### src/rtl/move_executor.sv
`default_nettype none
// ============================================================================
// Module      : move_executor
// Description : Executes one cube move on six face stepper drivers (STEP/DIR/EN).
//               Optional post-move settle dwell is enabled by MOVE_SETTLE_EN.
// Revision    : 1.0 - initial release
// ============================================================================
module move_executor #(
    parameter int STEP_HALF_PERIOD  = 500,
    parameter int STEPS_PER_QUARTER = 50,
    parameter int DIR_SETUP         = 100,
    parameter int SETTLE_CYCLES     = 10000
) (
    input  logic       clock,
    input  logic       reset,
    input  logic       start_move,
    input  logic [3:0] next_move,
    output logic       move_done,
    output logic       busy,
    output logic [5:0] motor_step,
    output logic [5:0] motor_dir,
    output logic [5:0] motor_en
);

    typedef enum logic [2:0] {
        S_IDLE    = 3'd0,
        S_SETUP   = 3'd1,
        S_STEP_HI = 3'd2,
        S_STEP_LO = 3'd3,
        S_SETTLE  = 3'd4,
        S_DONE    = 3'd5
    } state_t;

    localparam int c_TMAX_BASE = (DIR_SETUP > STEP_HALF_PERIOD) ? DIR_SETUP : STEP_HALF_PERIOD;
`ifdef MOVE_SETTLE_EN
    localparam int c_TMAX = (SETTLE_CYCLES > c_TMAX_BASE) ? SETTLE_CYCLES : c_TMAX_BASE;
`else
    localparam int c_TMAX = c_TMAX_BASE + 0 * SETTLE_CYCLES;
`endif
    localparam int c_TW = (c_TMAX > 1) ? $clog2(c_TMAX) : 1;
    localparam int c_CW = $clog2(STEPS_PER_QUARTER + 1);

    localparam logic [c_TW-1:0] c_SETUP_LAST = c_TW'(DIR_SETUP - 1);
    localparam logic [c_TW-1:0] c_HALF_LAST  = c_TW'(STEP_HALF_PERIOD - 1);
`ifdef MOVE_SETTLE_EN
    localparam logic [c_TW-1:0] c_SETTLE_LAST = c_TW'(SETTLE_CYCLES - 1);
`endif
    localparam logic [c_CW-1:0] c_STEPS = c_CW'(STEPS_PER_QUARTER);

    state_t            r_state, w_state_next;
    logic [c_TW-1:0]   r_timer, w_timer_next;
    logic [c_CW-1:0]   r_count, w_count_next, w_count_inc;
    logic [2:0]        r_face, w_face_next;
    logic [5:0]        r_step, w_step_next;
    logic [5:0]        r_en, w_en_next;
    logic [5:0]        r_dir, w_dir_next;
    logic              r_done, w_done_next;

    logic              w_dec_valid;
    logic              w_dec_dir;
    logic [2:0]        w_dec_face;
    logic [5:0]        w_dec_onehot;
    logic [5:0]        w_face_onehot;

    // Codes 1-6 are clockwise faces 0-5, 7-12 counter-clockwise; the rest are no-ops.
    always_comb begin
        w_dec_valid = 1'b0;
        w_dec_dir   = 1'b0;
        w_dec_face  = 3'd0;
        if (next_move >= 4'd1 && next_move <= 4'd6) begin
            w_dec_valid = 1'b1;
            w_dec_dir   = 1'b1;
            w_dec_face  = 3'(next_move - 4'd1);
        end else if (next_move >= 4'd7 && next_move <= 4'd12) begin
            w_dec_valid = 1'b1;
            w_dec_dir   = 1'b0;
            w_dec_face  = 3'(next_move - 4'd7);
        end
    end

    assign w_dec_onehot  = 6'b000001 << w_dec_face;
    assign w_face_onehot = 6'b000001 << r_face;
    assign w_count_inc   = r_count + 1'b1;

    always_comb begin
        w_state_next = r_state;
        w_timer_next = r_timer;
        w_count_next = r_count;
        w_face_next  = r_face;
        w_step_next  = r_step;
        w_en_next    = r_en;
        w_dir_next   = r_dir;
        w_done_next  = 1'b0;
        case (r_state)
            S_IDLE: begin
                if (start_move) begin
                    if (w_dec_valid) begin
                        w_state_next = S_SETUP;
                        w_face_next  = w_dec_face;
                        w_en_next    = w_dec_onehot;
                        w_dir_next   = (r_dir & ~w_dec_onehot) | (w_dec_dir ? w_dec_onehot : 6'b0);
                        w_timer_next = '0;
                        w_count_next = '0;
                    end else begin
                        w_state_next = S_DONE;
                    end
                end
            end
            S_SETUP: begin
                if (r_timer == c_SETUP_LAST) begin
                    w_state_next = S_STEP_HI;
                    w_timer_next = '0;
                    w_step_next  = w_face_onehot;
                end else begin
                    w_timer_next = r_timer + 1'b1;
                end
            end
            S_STEP_HI: begin
                if (r_timer == c_HALF_LAST) begin
                    w_state_next = S_STEP_LO;
                    w_timer_next = '0;
                    w_step_next  = 6'b0;
                end else begin
                    w_timer_next = r_timer + 1'b1;
                end
            end
            S_STEP_LO: begin
                if (r_timer == c_HALF_LAST) begin
                    w_timer_next = '0;
                    w_count_next = w_count_inc;
                    if (w_count_inc == c_STEPS) begin
`ifdef MOVE_SETTLE_EN
                        w_state_next = S_SETTLE;
`else
                        w_state_next = S_DONE;
                        w_en_next    = 6'b0;
`endif
                    end else begin
                        w_state_next = S_STEP_HI;
                        w_step_next  = w_face_onehot;
                    end
                end else begin
                    w_timer_next = r_timer + 1'b1;
                end
            end
`ifdef MOVE_SETTLE_EN
            S_SETTLE: begin
                if (r_timer == c_SETTLE_LAST) begin
                    w_state_next = S_DONE;
                    w_timer_next = '0;
                    w_en_next    = 6'b0;
                end else begin
                    w_timer_next = r_timer + 1'b1;
                end
            end
`endif
            S_DONE: begin
                // The completion pulse lands in the first IDLE cycle.
                w_state_next = S_IDLE;
                w_done_next  = 1'b1;
                w_timer_next = '0;
                w_count_next = '0;
                w_en_next    = 6'b0;
                w_step_next  = 6'b0;
            end
            default: begin
                w_state_next = S_IDLE;
                w_en_next    = 6'b0;
                w_step_next  = 6'b0;
            end
        endcase
    end

    always_ff @(posedge clock) begin
        if (reset) begin
            r_state <= S_IDLE;
            r_timer <= '0;
            r_count <= '0;
            r_face  <= 3'd0;
            r_step  <= 6'b0;
            r_en    <= 6'b0;
            r_dir   <= 6'b0;
            r_done  <= 1'b0;
        end else begin
            r_state <= w_state_next;
            r_timer <= w_timer_next;
            r_count <= w_count_next;
            r_face  <= w_face_next;
            r_step  <= w_step_next;
            r_en    <= w_en_next;
            r_dir   <= w_dir_next;
            r_done  <= w_done_next;
        end
    end

    assign busy       = (r_state != S_IDLE);
    assign move_done  = r_done;
    assign motor_step = r_step;
    assign motor_en   = r_en;
    assign motor_dir  = r_dir;

endmodule
`default_nettype wire
### config.mk
export PLATFORM = sky130hd
export DESIGN_NAME = move_executor
export DESIGN_NICKNAME = d
export VERILOG_FILES = /design/src/rtl/move_executor.sv
export SDC_FILE = /design/constraint.sdc
export NUM_CORES = 1
export LEC_CHECK = 0
export CORE_MARGIN = 2
export CORE_UTILIZATION = 40
export DETAILED_ROUTE_END_ITERATION = 10
export DONT_BUFFER_PORTS = 1
export PLACE_DENSITY_LB_ADDON = 0.12
export SLEW_MARGIN = 30
export SYNTH_ARGS = -nofsm -noshare
export SYNTH_HDL_FRONTEND = slang
export SYNTH_SLANG_ARGS = --single-unit
### constraint.sdc
create_clock -name clock -period 5.2 [get_ports clock]
set_clock_uncertainty 0.05 [all_clocks]
set_input_delay 0.52 -clock clock [delete_from_list [all_inputs] [get_ports clock]]
set_output_delay 0.52 -clock clock [all_outputs]
set_load 0.01 [all_outputs]
==> results.py, run 1 <==
metrics = {
    "timing": {
        "max_freq_mhz": 396,
        "max_slew_margin": 0.607,
        "layout_min_cycle_time_ps": 2530,
        "grt_setup_unrepaired": "no",
        "drv_slew": 0,
        "finalHoldViolCount": 0,
        "period_share": 0.486,
        "worstMarginPinSlew_ps": 588,
        "finalSetupTns_ps": 0,
        "setup_viol": 0,
    },
    "route": {
        "vias": 1898,
        "wirelength_um": 5170,
        "drtIter0Drc": 67,
        "drtPass1Iterations": 4,
        "antenna_left": 0,
        "wl_per_cell_um": 15.5,
        "routed_via_density": 5.68,
        "drcViolationCount": 0,
    },
    "clocking": {
        "cts_buffers": 5,
        "clkTransAtPathRegs_ps": 90,
        "ctsHtreeMaxLevel": 2,
        "cts_sinks": 40,
        "worstSkewPairLatency_ps": 300,
        "clock_path_buffers": 2,
        "hold_buffers": 0,
        "cts.repair.resized": 0,
        "cts_setup_buffers": 0,
        "clockRootBuffer": "clkbuf_8",
        "cts_tree": "done",
    },
    "die": {
        "core_area_sq_um": 5850,
        "boundaryPins": 27,
        "die_h_um": 81.5,
        "dieArea_sq_um": 6640,
        "num_rows": 28,
        "die_w_um": 81.5,
        "start_util": 0.410,
    },
    "setup_path": {
        "reg2reg_from": "r_timer[0]",
        "crit_arrival_ps": 2670,
        "path_max_fanout": 6,
        "crit_required_ps": 5350,
        "cp-startpoint": "r_timer[0]",
        "crit_path_start_kind": "flop",
        "ff2ff_path_depth": 6,
        "worstSetupEndpointType": "flop",
        "critical_path_class": "reg -> reg",
    },
    "logic_synthesis": {
        "synthMostInstantiatedCell": "dfxtp_1",
        "synthesis.area_sq_um": 2400,
        "ys_top_cells_by_area": "dfxtp_1, mux2i_1, nand2b_1",
        "avgSynthCellArea_sq_um": 8.93,
        "yosys_most_used_dff": "dfxtp_1",
        "synth_top_area_cell": "dfxtp_1",
        "syn_nets": 283,
        "synth_top_area_share": 0.334,
        "ys_seq_elements": 40,
        "synth_commonest_cells": "dfxtp_1, nand2b_1, nand2_1",
        "synthDistinctLibCells": 62,
        "ys_seq_area_frac": 0.334,
        "synth_edf_count": 0,
        "syn-instance-count": 269,
        "ys_warn_count": 0,
        "async_flop_share": 0,
    },
    "outcome": {
        "status": "completed",
    },
    "placed_design": {
        "numPortBuffers": 0,
        "dpl.hpwl_um": 3690,
        "placed_area_sq_um": 2420,
        "gp_congestion": 0.790,
    },
    "layout": {
        "nets": 272,
        "nFillCells": 562,
        "num_antenna_cells": 0,
        "drive_above_1_share": 0.0927,
        "syn_to_final_growth_pct": 4.43,
        "seq_area_sq_um": 801,
        "multi_input_area_sq_um": 1480,
        "final_area_sq_um": 2510,
    },
    "run": {
        "drv_cap": 0,
    },
    "global_route": {
        "overflow": 0,
        "grt_pass1_wl_um": 8690,
        "grt_start_max_net_pins": 39,
        "grt_pass1_vias": 1731,
        "grtUsageTotal": 0.169,
        "grt_antenna_before_repair": 0,
    },
    "power_and_ir_drop": {
        "p_leak_nw": 0.886,
        "powerDensity_nw_per_um2": 270,
        "ir_drop_uv": 146,
    },
    "worst_hold_path": {
        "hold_class": "in -> reg",
        "hp-start": "reset",
        "hold_depth": 1,
    },
}
## cells in the final DEF, fill, tap and decap left out, types with 3 or more instances in the layout
cell type,n
dfxtp_1,40
nand2b_1,22
nand2_1,17
a21oi_1,16
mux2i_1,15
nor2_1,13
inv_1,11
nand3_1,10
or3_1,7
nand3b_1,7
ha_1,7
nand4b_1,5
o21ai_0,5
clkbuf_8,5
a311oi_1,4
or4_1,4
nor3_4,3
o211ai_1,3
and3_1,3
o31ai_1,3
and2_1,3
## layer usage
| metal | share of wire | vias up | track usage |
|---|---|---|---|
| li1 | - | 969 | - |
| met1 | 0.48 | 896 | 0.227 |
| met4 | 0.013 | 0 | 0.0610 |
| met3 | 0.035 | 6 | 0.0385 |
| met5 | 0 | - | 0 |
| met2 | 0.47 | 27 | 0.265 |
## power by group
group          internal [mW]  total, mW  leakage [nW]  switching [mW]
sequential             0.318      0.336         0.323          0.0187
combinational         0.0531      0.131         0.515          0.0775
clock                 0.0937      0.211        0.0479           0.117
total                  0.464      0.678         0.886           0.214
## kinds of logic after synthesis
logic type | Yosys count | share of synthesized area
mux | 16 | 0.0688
flops | 40 | 0.334
xor+xnor | 4 | 0.0146
compound gates | 57 | 0.188
fa+ha+maj | 7 | 0.0365
buf+inv | 29 | 0.0511
simple gates | 116 | 0.308
## layout make-up
cell class | instances | area share
sequential | 40 | 0.319
multi-input combinational | 200 | 0.592
tap | 75 | 0.0374
inverter | 11 | 0.0165
clock buffer | 5 | 0.0274
clock inverter | 3 | 0.00749
## critical path, cell delays in order, from the launching register on
cell and delay, ps:
dfxtp_1 380, ha_1 210, or3b_4 420, nor3_1 430, o32ai_2 190, nor3_4 410, mux2_4 330
## path summary, 6_finish.rpt
check,end,slack [ps]
worst min-delay path,r_count[1],230
worst max-delay path,motor_step[5],2670
worst min register to register,r_face[2],430
worst max register to register,motor_step[5],2670
## stage by stage
stage / hold WS [ps] / utilization / instances / total power, mW / worst slack (ps)
2_1_floorplan: 399 / - / 269 / 0.455 / 2690
6_report: 230 / 0.429 / 334 / 0.678 / 2670
3_5_place_dp: 411 / 0.414 / 326 / 0.475 / 2690
5_1_grt: 208 / 0.429 / 334 / 0.718 / 2540
3_3_place_gp: 406 / 0.413 / 326 / 0.475 / 2700
4_1_cts: 214 / 0.429 / 334 / 0.686 / 2670
Note: power is estimated with default switching activity, not from simulation.
==> run 2: changes to the inputs <==
==> constraint.sdc (replaced) <==
create_clock -name clock -period 2.6 [get_ports clock]
set_clock_uncertainty 0.05 [all_clocks]
set_input_delay 0.26 -clock clock [delete_from_list [all_inputs] [get_ports clock]]
set_output_delay 0.26 -clock clock [all_outputs]
set_load 0.01 [all_outputs]
==> results.py, run 2 (synthesis results as in run 1) <==
metrics = {
    "outcome": {
        "status": "completed",
    },
    "die": {
        "die_h_um": 81.5,
        "dieArea_sq_um": 6640,
        "core_area_sq_um": 5850,
        "start_util": 0.410,
        "num_rows": 28,
        "boundaryPins": 27,
        "die_w_um": 81.5,
    },
    "layout": {
        "nFillCells": 557,
        "final_common_cell": "dfxtp_1",
        "num_antenna_cells": 0,
        "final_cell_mix": "dfxtp_1, nand2b_1, nand2_1, a21oi_1, mux2i_1",
        "syn_to_final_growth_pct": 7.09,
        "final_cells": 338,
        "drive_above_1_share": 0.0989,
        "nets": 276,
    },
    "placed_design": {
        "dpl.hpwl_um": 3620,
        "numPortBuffers": 0,
        "placed_cells": 328,
        "gp_congestion": 0.752,
    },
    "power_and_ir_drop": {
        "ir_drop_uv": 305,
        "powerDensity_nw_per_um2": 572,
        "p_leak_nw": 0.915,
    },
    "setup_path": {
        "critical_path_class": "reg -> reg",
        "crit_path_start_kind": "flop",
        "path_max_fanout": 5,
        "crit_arrival_ps": 2510,
        "worstSetupEndpointType": "flop",
        "crit_required_ps": 2780,
    },
    "clocking": {
        "cts_buffers": 5,
        "clockRootBuffer": "clkbuf_8",
        "clkTransAtPathRegs_ps": 80,
        "clock_path_buffers": 2,
        "worstSkewPairLatency_ps": 290,
        "cts_sinks": 40,
        "ctsHtreeMaxLevel": 2,
        "cts_tree": "done",
    },
    "global_route": {
        "grt_pass1_vias": 1837,
        "overflow": 0,
        "grt_start_max_net_pins": 28,
        "grtUsageTotal": 0.171,
        "grt_antenna_before_repair": 0,
        "grt_pass1_wl_um": 8770,
    },
    "route": {
        "routed_via_density": 5.64,
        "vias": 1908,
        "antenna_left": 0,
        "wirelength_um": 5270,
        "drtIter0Drc": 64,
        "wl_per_cell_um": 15.6,
        "drtPass1Iterations": 4,
        "drcViolationCount": 0,
    },
    "timing": {
        "layout_min_cycle_time_ps": 2330,
        "grt_setup_unrepaired": "no",
        "max_slew_margin": 0.620,
        "finalSetupTns_ps": 0,
        "period_share": 0.898,
        "setup_viol": 0,
        "worstMarginPinSlew_ps": 568,
        "finalHoldViolCount": 0,
        "max_freq_mhz": 428,
        "drv_slew": 0,
    },
    "worst_hold_path": {
        "hold_class": "in -> reg",
    },
    "run": {
        "drv_cap": 0,
    },
}
## run 2: worst paths after layout
path	slack, ps	startpoint	cells after the start	to
min	30	reset	1	r_state[0]
max	270	r_timer[0]	7	motor_step[4]
min reg2reg	430	r_face[2]	2	r_face[2]
max reg2reg	270	r_timer[0]	7	motor_step[4]
## run 2: where the power goes
group / switching [mW] / internal (mW)
Sequential: 0.0358 / 0.635
Combinational: 0.161 / 0.116
Clock: 0.235 / 0.289
Total: 0.432 / 1.04
## run 2: stage by stage
stage	hold slack, ps	total power [mW]	setup slack, ps	cell area, sq um	util
2_1_floorplan	399	0.909	334	2400	-
3_3_place_gp	284	0.957	367	2430	0.415
3_5_place_dp	284	0.956	302	2430	0.415
4_1_cts	17.8	1.49	282	2560	0.438
5_1_grt	12.0	1.55	118	2570	0.439
6_report	28.6	1.47	266	2570	0.439
## run 2: metal layers
layer	vias to the layer above	GRT usage	share of wire
li1	975	-	-
met1	900	0.221	0.47
met2	28	0.273	0.48
met3	5	0.0418	0.033
met4	0	0.0661	0.012
met5	-	0	0
## run 2: critical path: stages, from the launching register on
cell	delay [ps]
dfxtp_1	370
ha_1	210
or3b_4	420
nor3_1	440
o32ai_2	200
nor3_4	220
buf_4	190
mux2i_1	180
## run 2: timing repair
action,in CTS,in global routing
setup buffers,0,0
gates resized for setup,0,0
endpoints found under the hold margin,12,0
hold buffers,2,0
## run 2: layout make-up
type	count	area, sq um	share of cell area
clock buffer	5	68.8	0.0268
inverter	11	41.3	0.0161
timing repair buffer	4	35.0	0.0136
multi-input combinational	200	1480	0.577
clock inverter	3	47.5	0.0185
sequential	40	801	0.311
tap	75	93.8	0.0365
==> run 3: changes to the inputs <==
--- a/config.mk
+++ b/config.mk
@@ -9,7 +9,8 @@
 export CORE_UTILIZATION = 40
 export DETAILED_ROUTE_END_ITERATION = 10
 export DONT_BUFFER_PORTS = 1
-export PLACE_DENSITY_LB_ADDON = 0.12
+export PLACE_DENSITY = 0.63
+export SETUP_SLACK_MARGIN = 0.02
 export SLEW_MARGIN = 30
 export SYNTH_ARGS = -nofsm -noshare
 export SYNTH_HDL_FRONTEND = slang
==> results.py, run 3 (synthesis results as in run 1) <==
metrics = {
    "placed_design": {
        "placed_cells": 327,
        "dpl.hpwl_um": 3520,
        "gp_congestion": 0.783,
        "dp_slack_ps": 335,
        "numPortBuffers": 0,
        "placed_area_sq_um": 2420,
    },
    "worst_hold_path": {
        "hold_class": "in -> reg",
        "min_to": "r_state[0]",
        "hold_depth": 1,
        "hp-start": "reset",
    },
    "layout": {
        "syn_to_final_growth_pct": 6.46,
        "final_area_sq_um": 2560,
        "final_util": 0.437,
        "nFillCells": 562,
        "drive_above_1_share": 0.0916,
        "final_cell_mix": "dfxtp_1, nand2b_1, nand2_1, a21oi_1, mux2i_1",
        "num_antenna_cells": 0,
        "nets": 275,
        "final_common_cell": "dfxtp_1",
        "final_cells": 337,
    },
    "setup_path": {
        "crit_path_start_kind": "flop",
        "crit_required_ps": 2780,
        "critical_path_class": "reg -> reg",
        "ff2ff_path_depth": 7,
        "path_max_fanout": 5,
        "reg2reg_from": "r_timer[0]",
        "worstSetupEndpointType": "flop",
        "timing.rr.end": "motor_step[2]",
        "cp-startpoint": "r_timer[0]",
        "crit_arrival_ps": 2490,
        "r2r_slack_ps": 280,
    },
    "die": {
        "boundaryPins": 27,
        "num_rows": 28,
        "die_w_um": 81.5,
        "core_area_sq_um": 5850,
        "die_h_um": 81.5,
        "start_util": 0.410,
        "dieArea_sq_um": 6640,
    },
    "clocking": {
        "clockRootBuffer": "clkbuf_8",
        "cts_sinks": 40,
        "clock_path_buffers": 2,
        "ctsHtreeMaxLevel": 2,
        "clkTransAtPathRegs_ps": 90,
        "worstSkewPairLatency_ps": 300,
        "cts_buffers": 5,
        "cts.repair.resized": 0,
        "cts_setup_buffers": 0,
        "cts_tree": "done",
    },
    "global_route": {
        "grt_pass1_vias": 1747,
        "overflow": 0,
        "grt_pass1_wl_um": 8300,
        "use_met3": 0.0451,
        "grtUsageTotal": 0.162,
        "grt_antenna_before_repair": 0,
        "met2_usage": 0.266,
        "busiest_layer": "met2",
        "grt_start_max_net_pins": 28,
        "grtUsageMet1": 0.206,
    },
    "power_and_ir_drop": {
        "powerDensity_nw_per_um2": 575,
        "p_leak_nw": 0.906,
        "p_total_mw": 1.47,
        "ir_drop_uv": 268,
    },
    "route": {
        "drtIter0Drc": 120,
        "antenna_left": 0,
        "drcViolationCount": 0,
        "routed_via_density": 5.69,
        "wl_per_cell_um": 14.9,
        "vias": 1919,
        "wirelength_um": 5010,
        "drtPass1Iterations": 4,
    },
    "run": {
        "drv_cap": 0,
    },
    "timing": {
        "finalHoldViolCount": 0,
        "setup_viol": 0,
        "finalSetupTns_ps": 0,
        "drv_slew": 0,
        "period_share": 0.890,
        "grt_setup_unrepaired": "no",
        "holdWs_ps": 21.5,
        "max_freq_mhz": 432,
        "max_slew_margin": 0.402,
        "layout_min_cycle_time_ps": 2320,
        "worstMarginPinSlew_ps": 893,
        "fin_ws_ps": 285,
    },
    "outcome": {
        "status": "completed",
    },
}
run 3: routing by layer:
layer | share of wire | routed length [um]
met1 | 0.48 | 2420
met3 | 0.041 | 204
met5 | 0 | 0
met2 | 0.47 | 2360
met4 | 0.0066 | 33
run 3: final cells by class:
class | count | area [sq um] | area share
Tap cell | 75 | 93.8 | 0.0367
Inverter | 11 | 41.3 | 0.0162
Clock buffer | 5 | 68.8 | 0.0269
Multi-Input combinational cell | 200 | 1480 | 0.578
Clock inverter | 3 | 46.3 | 0.0181
Timing Repair Buffer | 3 | 27.5 | 0.0108
Sequential cell | 40 | 801 | 0.313
run 3: critical path, stage by stage, from the launching register on:
cell,delay (ps)
dfxtp_1,370
ha_1,210
or3b_4,420
nor3_1,420
o32ai_2,190
nor3_4,220
buf_4,190
mux2i_1,180
run 3: what timing repair did:
action | CTS | global route
hold buffers | 2 | 0
hold endpoints to repair | 12 | 0
endpoints found under the setup margin | 0 | 0
run 3: worst max path at each step:
stage / endpoint
3_3_place_gp: motor_step[0]
4_1_cts: motor_step[2]
2_1_floorplan: motor_step[5]
3_5_place_dp: motor_step[2]
6_report: motor_step[2]
5_1_grt: r_state[1]
run 3: report_power, final:
| part | switching (mW) | total [mW] | internal [mW] | leakage [nW] |
|---|---|---|---|---|
| combinational | 0.157 | 0.269 | 0.112 | 0.528 |
| sequential | 0.0346 | 0.670 | 0.635 | 0.323 |
| clock | 0.242 | 0.532 | 0.289 | 0.0548 |
